[src/rtl/pla_search_pkg.sv]
// pla_search_pkg: shared state encoding, default widths and masked-compare helper
package pla_search_pkg;

   localparam int NI_DEF = 8;
   localparam int NO_DEF = 16;

   typedef enum logic [1:0] {IDLE, SCAN, RESP} state_e;

   // Callers zero-extend to 64 bits so one helper serves any NO up to 64
   function automatic logic masked_match(input logic [63:0] z, input logic [63:0] t, input logic [63:0] m);
      return ((z ^ t) & m) == 64'd0;
   endfunction

endpackage

[src/rtl/pla_inverse_search.sv]
// pla_inverse_search: sweeps PLA input codes to find the first, or count all,
// codes whose output matches a masked target pattern.
module pla_inverse_search
   import pla_search_pkg::*;
#(
   parameter int NI = NI_DEF,
   parameter int NO = NO_DEF
) (
   input  logic          clk,
   input  logic          rst,
   input  logic          req_valid,
   output logic          req_ready,
   input  logic [NO-1:0] req_target,
   input  logic [NO-1:0] req_mask,
   input  logic          req_first_only,
   output logic [NI-1:0] eval_x,
   input  logic [NO-1:0] eval_z,
   output logic          resp_valid,
   input  logic          resp_ready,
   output logic          resp_found,
   output logic [NI-1:0] resp_x,
   output logic [NI:0]   resp_count
);

   state_e        state_q, state_d;
   logic [NI-1:0] cnt_q, cnt_d, x_q, x_d;
   logic [NI:0]   count_q, count_d;
   logic          found_q, found_d, first_q, first_d;
   logic [NO-1:0] target_q, target_d, mask_q, mask_d;
   logic          hit;

   assign hit        = (state_q == SCAN) && masked_match(64'(eval_z), 64'(target_q), 64'(mask_q));
   assign req_ready  = state_q == IDLE;
   assign resp_valid = state_q == RESP;
   assign eval_x     = (state_q == SCAN) ? cnt_q : '0;
   assign resp_found = found_q;
   assign resp_x     = x_q;
   assign resp_count = count_q;

   always_ff @(posedge clk) begin
      if (rst) begin
         state_q  <= IDLE;
         cnt_q    <= '0;
         count_q  <= '0;
         found_q  <= 1'b0;
         x_q      <= '0;
         first_q  <= 1'b0;
         target_q <= '0;
         mask_q   <= '0;
      end else begin
         state_q  <= state_d;
         cnt_q    <= cnt_d;
         count_q  <= count_d;
         found_q  <= found_d;
         x_q      <= x_d;
         first_q  <= first_d;
         target_q <= target_d;
         mask_q   <= mask_d;
      end
   end

   always_comb begin
      state_d  = state_q;
      cnt_d    = cnt_q;
      count_d  = count_q;
      found_d  = found_q;
      x_d      = x_q;
      first_d  = first_q;
      target_d = target_q;
      mask_d   = mask_q;
      case (state_q)
         IDLE: if (req_valid) begin
            state_d  = SCAN;
            target_d = req_target;
            mask_d   = req_mask;
            first_d  = req_first_only;
            cnt_d    = '0;
            count_d  = '0;
            found_d  = 1'b0;
            x_d      = '0;
         end
         SCAN: begin
            if (hit) begin
               count_d = count_q + 1'b1;
               if (!found_q) begin
                  found_d = 1'b1;
                  x_d     = cnt_q;
               end
            end
            // The last code is evaluated without advancing cnt, so it never wraps
            if ((first_q && hit) || (&cnt_q)) state_d = RESP;
            else cnt_d = cnt_q + 1'b1;
         end
         RESP: if (resp_ready) state_d = IDLE;
         default: state_d = IDLE;
      endcase
   end

endmodule

[config.mk]
export PLATFORM = sky130hd
export DESIGN_NAME = pla_inverse_search
export DESIGN_NICKNAME = d
export VERILOG_FILES = /design/src/rtl/pla_search_pkg.sv /design/src/rtl/pla_inverse_search.sv
export SDC_FILE = /design/constraint.sdc
export NUM_CORES = 1
export LEC_CHECK = 0
export ABC_AREA = 1
export CORE_MARGIN = 2
export CORE_UTILIZATION = 48
export DETAILED_ROUTE_END_ITERATION = 6
export PLACE_DENSITY = 0.8
export SYNTH_ARGS = -nofsm -noshare
export SYNTH_HDL_FRONTEND = slang
export SYNTH_SLANG_ARGS = --single-unit
[constraint.sdc]
create_clock -name clk -period 1.6 [get_ports clk]
set_input_delay 0.48 -clock clk [delete_from_list [all_inputs] [get_ports clk]]
set_output_delay 0.48 -clock clk [all_outputs]
set_load 0.02 [all_outputs]
==> run_results.csv <==
group,metric,value,unit
status,status,"finished, violations left",
status,violations,"negative setup slack",
cells_and_area,multi_input_area,1852,um2
floorplan,core,5886,um2
drt,wl_met2,5233,um
floorplan,initial_core_util,0.4949,
cells_and_area,areaGrowthSynthToFinish,58.76,%
setup_path,worstPathRequired,1.12,ns
power_and_ir_drop,switching_power,1.291,mW
logic_synthesis,postSynthCellCount,427,
timing,finClkSkew,0.01162,ns
clocking,cts_buffers,9,
power_and_ir_drop,powerDensity,865.8,nW/um2
logic_synthesis,async_reset_ff_frac,0,
clocking,cts_tree,"built",
power_and_ir_drop,switching_share,0.3225,
setup_path,end_kind,"output pin",
clocking,cts_buffer_depth,2,
drt,wirelength,9836,um
timing,fin_ws,-0.1938,ns
cells_and_area,regArea,1235,um2
place,routabilityCongestion,0.8719,
drt,top_layer_used,"met4",
job,maxCapViolCount,0,
drt,detail-route-antenna-nets,0,
power_and_ir_drop,max-vdd-ir-drop,557.8,uV
power_and_ir_drop,p_int,2.712,mW
cells_and_area,nets,602,
timing,slew-limit-headroom,0.7838,
timing,fmax,0.5575,GHz
logic_synthesis,yosysUniqueCellTypes,29,
timing,setup_violations,27,
floorplan,die_w,81.90,um
timing,drv_slew,0,
cells_and_area,final_util,0.7857,
grt,grt_max_degree,36,
grt,grt_pass1_wl,12420,um
drt,wl_per_cell,15.74,um
timing,grt_setup_unrepaired,"yes",
floorplan,die_area,6708,um2
drt,drt-vias-per-instance,5.294,
cells_and_area,drive_gt1_frac,0.3036,
timing,hold_viol,0,
drt,vias,3309,
setup_path,worstSetupPathType,"flop to output pin",
logic_synthesis,seq_area_frac_synth,0.4192,
logic_synthesis,synth_nets,482,
hold_path,hp-class,"flop to flop",
clocking,root_buffer,"clkbuf_8",
floorplan,die_h,81.90,um
logic_synthesis,syn_area_per_cell,6.822,um2
logic_synthesis,ys_seq_elements,61,
logic_synthesis,synth-edff-count,0,
setup_path,cp_slowest_cell,"dfxtp_2",
cells_and_area,fill_cells,378,
clocking,clock_latency,0.34,ns
timing,tightest_slew,0.3218,ns
clocking,h-tree-depth,3,
grt,grt_usage,0.2395,
power_and_ir_drop,p_comb_frac,0.271,
setup_path,path_cells,"inv_2, nor2_4, inv_6, buf_6, nor2_4, buf_6",
power_and_ir_drop,p_clk_frac,0.303,
grt,antenna_found_initial,0,
grt,grt_overflow,0,
logic_synthesis,syn_area,2913,um2
power_and_ir_drop,power.static_leakage,1.947,nW
clocking,clock_sinks,61,
drt,wl_met3,508,um
setup_path,crit_path_max_incr_delay,0.35,ns
grt,grt_pass1_vias,2843,
clocking,clk_pin_slew,0.07,ns
drt,drtIter0Drc,235,
logic_synthesis,synth_ff_type,"dfxtp_1",
setup_path,critPathMaxFanout,8,
place,dp_hpwl,5393,um
drt,drt-met1-wl,3798,um
power_and_ir_drop,seqPwrFrac,0.426,
timing,period_share,1.121,
drt,drt_first_pass_iters,5,
logic_synthesis,ys_warn_count,0,
floorplan,io_pins,81,
floorplan,std_cell_rows,28,
cells_and_area,diodes,0,
setup_path,start_kind,"flop",
clocking,ctsHoldBuffers,0,
power_and_ir_drop,finalPower,4.004,mW
setup_path,arrival,1.31,ns
place,numPortBuffers,80,
timing,fin_crit,1.794,ns
drt,drc_errors,0,
-- Yosys cell counts (2+ instances only) --
master / count / area (um2)
inv_1: 35 / 131.4
o21ai_0: 37 / 185.2
nand3_1: 26 / 130.1
buf_2: 6 / 30.03
ha_1: 2 / 25.02
nand2_1: 79 / 296.5
a21oi_1: 33 / 165.2
nor2_4: 3 / 33.78
nand2_2: 2 / 12.51
nor3_1: 3 / 15.01
clkbuf_1: 5 / 18.77
nand3_2: 2 / 20.02
xor2_1: 4 / 35.03
buf_1: 3 / 11.26
dfxtp_1: 61 / 1221
nor2_1: 109 / 409.1
nand2_4: 5 / 56.30
-- critical path: cells and delay by family, from the launching register on --
kind          cells  cell delay, ns
buf+inv           4            0.40
flops             1            0.35
simple gates      2            0.22
-- flip-flops by register name (all words and copies together) (netlist names) --
| register | count |
|---|---|
| state_q | 2 |
| resp_count | 9 |
| cnt_q | 8 |
| mask_q | 16 |
| resp_x | 8 |
| first_q | 1 |
| target_q | 16 |
| resp_found | 1 |
-- worst paths after layout --
kind         cells past startpoint  slack [ns]                       start                         end
max                              6       -0.19     state_q[0]$_SDFFE_PP0P_                   eval_x[0]
min                              1        0.46  resp_count[0]$_SDFFE_PP0P_  resp_count[0]$_SDFFE_PP0P_
max reg2reg                     10       -0.13     state_q[0]$_SDFFE_PP0P_      resp_x[0]$_SDFFE_PP0P_
min reg2reg                      1        0.46  resp_count[0]$_SDFFE_PP0P_  resp_count[0]$_SDFFE_PP0P_
-- per-stage QoR --
stage / setup TNS (ns) / instance area (um2) / hold slack (ns) / std cells / worst slack (ns)
6_report: -2.138 / 4624 / 0.4566 / 625 / -0.1938
5_1_grt: -4.275 / 4624 / 0.4675 / 625 / -0.2362
3_3_place_gp: -20.05 / 3971 / 0.4325 / 598 / -0.5747
3_5_place_dp: -21.63 / 3971 / 0.4432 / 598 / -0.5999
4_1_cts: -0.5739 / 4247 / 0.4483 / 617 / -0.1505
2_1_floorplan: -0.09023 / 2915 / 0.4435 / 427 / -0.04511
-- cells in the final DEF, fill, tap and decap left out, types with 2 or more instances in the layout --
master | Yosys | routed
a21oi_1 | 33 | 23
a21oi_2 | 0 | 10
buf_12 | 1 | 2
buf_4 | 0 | 32
buf_6 | 1 | 17
clkbuf_2 | 0 | 3
clkbuf_8 | 0 | 11
clkdlybuf4s15_1 | 0 | 5
clkdlybuf4s50_1 | 0 | 36
clkinv_2 | 0 | 2
dfxtp_1 | 61 | 50
dfxtp_2 | 0 | 11
dlygate4sd2_1 | 0 | 26
inv_1 | 35 | 30
inv_2 | 1 | 3
nand2_1 | 79 | 52
nand2_2 | 2 | 23
nand2_4 | 5 | 8
nand2_8 | 0 | 7
nand3_1 | 26 | 20
nand3_2 | 2 | 7
nand3_4 | 1 | 2
nor2_1 | 109 | 92
nor2_2 | 1 | 11
nor2_4 | 3 | 10
nor3_1 | 3 | 2
o21ai_0 | 37 | 36
xor2_1 | 4 | 4
-- what timing repair did --
action	4_1_cts	5_1_grt
gates resized for setup	122	99
endpoints found under the setup margin	56	37
setup buffers	3	7
cloned	2	2
pin swaps	12	31
hold endpoints to repair	0	0
-- layout make-up --
type	instances	share of cell area
sequential	61	0.2670
clock inverter	2	0.002164
multi-input combinational	317	0.4004
inverter	37	0.03328
timing repair buffer	121	0.2432
tap	75	0.02029
clock buffer	12	0.03355
-- metal layers --
metal	up-vias	GRT usage
li1	1593	-
met1	1573	0.2836
met2	114	0.4114
met3	29	0.05275
met4	0	0.1100
met5	-	0
-- power groups by stage --
stage	Clock (mW)	Sequential (mW)	Combinational, mW
after floorplan	0	1.72	0.483
after global placement	0	1.72	0.767
after detailed placement	0	1.72	0.782
after CTS	1.21	1.69	0.853
after global routing	1.29	1.71	1.16
final	1.21	1.70	1.08
-- cell families after synthesis --
family                   share of synthesized area
AND/OR/NAND/NOR                             0.3578
AO/OA/AOI/OAI                               0.1203
flip-flops                                  0.4192
buffers and inverters                      0.07904
XOR/XNOR                                   0.01503
adder cells (fa/ha/maj)                   0.008590
Power figures use the tool's default switching activity.
==> RTL edit, RTL diff (same settings) <==
`x_q` no longer has a reset.
--- a/src/rtl/pla_inverse_search.sv
+++ b/src/rtl/pla_inverse_search.sv
@@ -43,7 +43,6 @@
          cnt_q    <= '0;
          count_q  <= '0;
          found_q  <= 1'b0;
-         x_q      <= '0;
          first_q  <= 1'b0;
          target_q <= '0;
          mask_q   <= '0;
@@ -52,11 +51,14 @@
          cnt_q    <= cnt_d;
          count_q  <= count_d;
          found_q  <= found_d;
-         x_q      <= x_d;
          first_q  <= first_d;
          target_q <= target_d;
          mask_q   <= mask_d;
       end
+   end
+
+   always_ff @(posedge clk) begin
+      x_q <= x_d;
    end
 
    always_comb begin
Behaviour: differs if rst is asserted again (counterexample within 4 cycles, from zero or initial values and one cycle with rst high); with rst held inactive, the same outputs for 10 cycles.
==> RTL edit against the original RTL <==
The run still ends with setup timing left; highest routed layer unchanged; sequential cell count stayed put; total power is 23% higher; area after synthesis is 5.4% lower; setup slack worse by 0.082 ns; via count is 6.5% lower; non-clock buffer count is 14 higher; wire length is 11% lower; final area is 0.81% higher.
==> RTL edit: results (changes against the original RTL) <==
status complete, but fails checks; failing checks setup timing; Total GRT Usage 25.95% (+2.0 points); synth warn 0 (unchanged); Worst EP arrival 1.40 ns (+0.09 ns); Post-synth EDFFs 8 (+8); met1 wire length 3.450 mm (-9.2%); Num CTS Buffers 9 (unchanged); Adder-Cell Fraction of Synth Area 0.9079% (+0.049 points); vias per inst 5.116 (-3.4%); Seq/Total Area, Yosys 47.21% (+5.3 points); largest net degree at the start of global routing 33 (-8.3%); final WL 8.777 mm (-11%); setup ws final -0.2757 ns (-0.08188 ns); VDD IR-drop max 718.9 uV (+29%); Placer Congestion 0.8529 (-2.2%); setup_tns -3.445 ns (-1.307 ns); setup violators final 29 (+7.4%); Compound-Gate Fraction of Synth Area 13.98% (+2.0 points); Clock Skew 0.008109 ns (-0.003510 ns); post-synthesis mux area share 0% (unchanged); Synth Instances 395 (-7.5%); GR Util met3 4.864% (-0.41 points); largest family of logic cells by synthesized area simple AND/OR/NAND/NOR gates; metal3 WL 458 microns (-9.8%); Total Nets Final 583 (-3.2%); Top Metal Used met4; Syn Nets 450 (-6.6%); slowest stage delay, CP around 0.34 ns; worst slack at placement -0.7235 ns (-0.1237 ns); first-pass GRT wire length 12.85 mm (+3.5%); port buffer count 80 (unchanged); Max FO, Critical Path 3 (-5); GR Util met1 28.70% (+0.35 points); Post-DP HPWL 4.843 mm (-10%); largest cells by area after synthesis dfxtp_1, nor2_1, nand2_1; met2 GRT Util 47.48% (+6.3 points); CTS root buf clkbuf_8; Hold Path Origin target_q[10]$_SDFFE_PP0P_; Clock Pin Slew Worst Setup and Hold Paths 0.07 ns (about the same); vias in the first global route 2971 (+4.5%); min-delay worst type reg -> reg; Clock Latency Late Sink approximately 0.35 ns; routed len/inst 14.51 microns (-7.8%); leakage power 1.994 nW (+2.4%); Post-synth top cells nor2_1, nand2_1, dfxtp_1; Cell Count Post-Placement 571 (-4.5%); xor-xnor portion of the synthesized cell area 0.9532% (-0.55 points); initial antenna violation count 0 (unchanged); Routed met2 length 4.639 mm (-11%); proportion of layout cells with a drive suffix above 1 30.39% (about the same); Worst slew margin 79.71% (+1.3 points); placed cell area 3900 sq um (-1.8%); Synth cell types 22 (-24%); DRT iter0 DRCs 209 (-11%); antenna cell count 0 (unchanged)
RTL edit: cell types whose count changed after synthesis, moves of 6 or more:
cell      change
nor2_1       -23
buf_2         -6
inv_1         +6
dfxtp_1       -8
clkbuf_1      +7
edfxtp_1      +8
o21ai_0       +8
RTL edit: critical path, delay by kind of cell, from the launching register on:
family | cells | cell delay [ns]
buffers and inverters | 4 | 0.49
AND/OR/NAND/NOR | 2 | 0.21
flip-flops | 1 | 0.34
RTL edit: path summary, 6_finish.rpt:
kind              slack (ns)                        end  depth (start not counted)
setup / recovery       -0.28                  eval_x[2]                          6
hold / removal          0.46  target_q[10]$_SDFFE_PP0P_                          2
setup reg to reg       -0.11        resp_x[4]$_DFFE_PP_                          9
hold reg to reg         0.46  target_q[10]$_SDFFE_PP0P_                          2
RTL edit: area by class of cell:
cell class,count,area (sq um)
flip-flops and latches,61,1314
clock buffers,12,155.1
well taps,72,90.09
fillers,329,878.3
inverters,42,178.9
multi-input cells,279,1607
clock inverters,4,70.07
repair buffers,135,1247
RTL edit: timing repair:
| action | in CTS | in global routing |
|---|---|---|
| gates cloned | 1 | 0 |
| setup buffers | 18 | 3 |
| pin swaps | 29 | 22 |
| hold buffers | 0 | 0 |
| endpoints found under the setup margin | 56 | 64 |
| resized for setup | 176 | 54 |
RTL edit: power breakdown:
group	leakage (nW)	switching (mW)	internal (mW)	total, mW
sequential	0.519	0.110	1.74	1.85
clock	0.116	0.612	0.958	1.57
combinational	1.36	0.823	0.673	1.50
RTL edit: kinds of logic after synthesis:
logic type | after synthesis
adder cells (fa/ha/maj) | 2
AND/OR/NAND/NOR | 197
AO/OA/AOI/OAI | 76
XOR/XNOR | 3
buffers and inverters | 56
flip-flops | 61
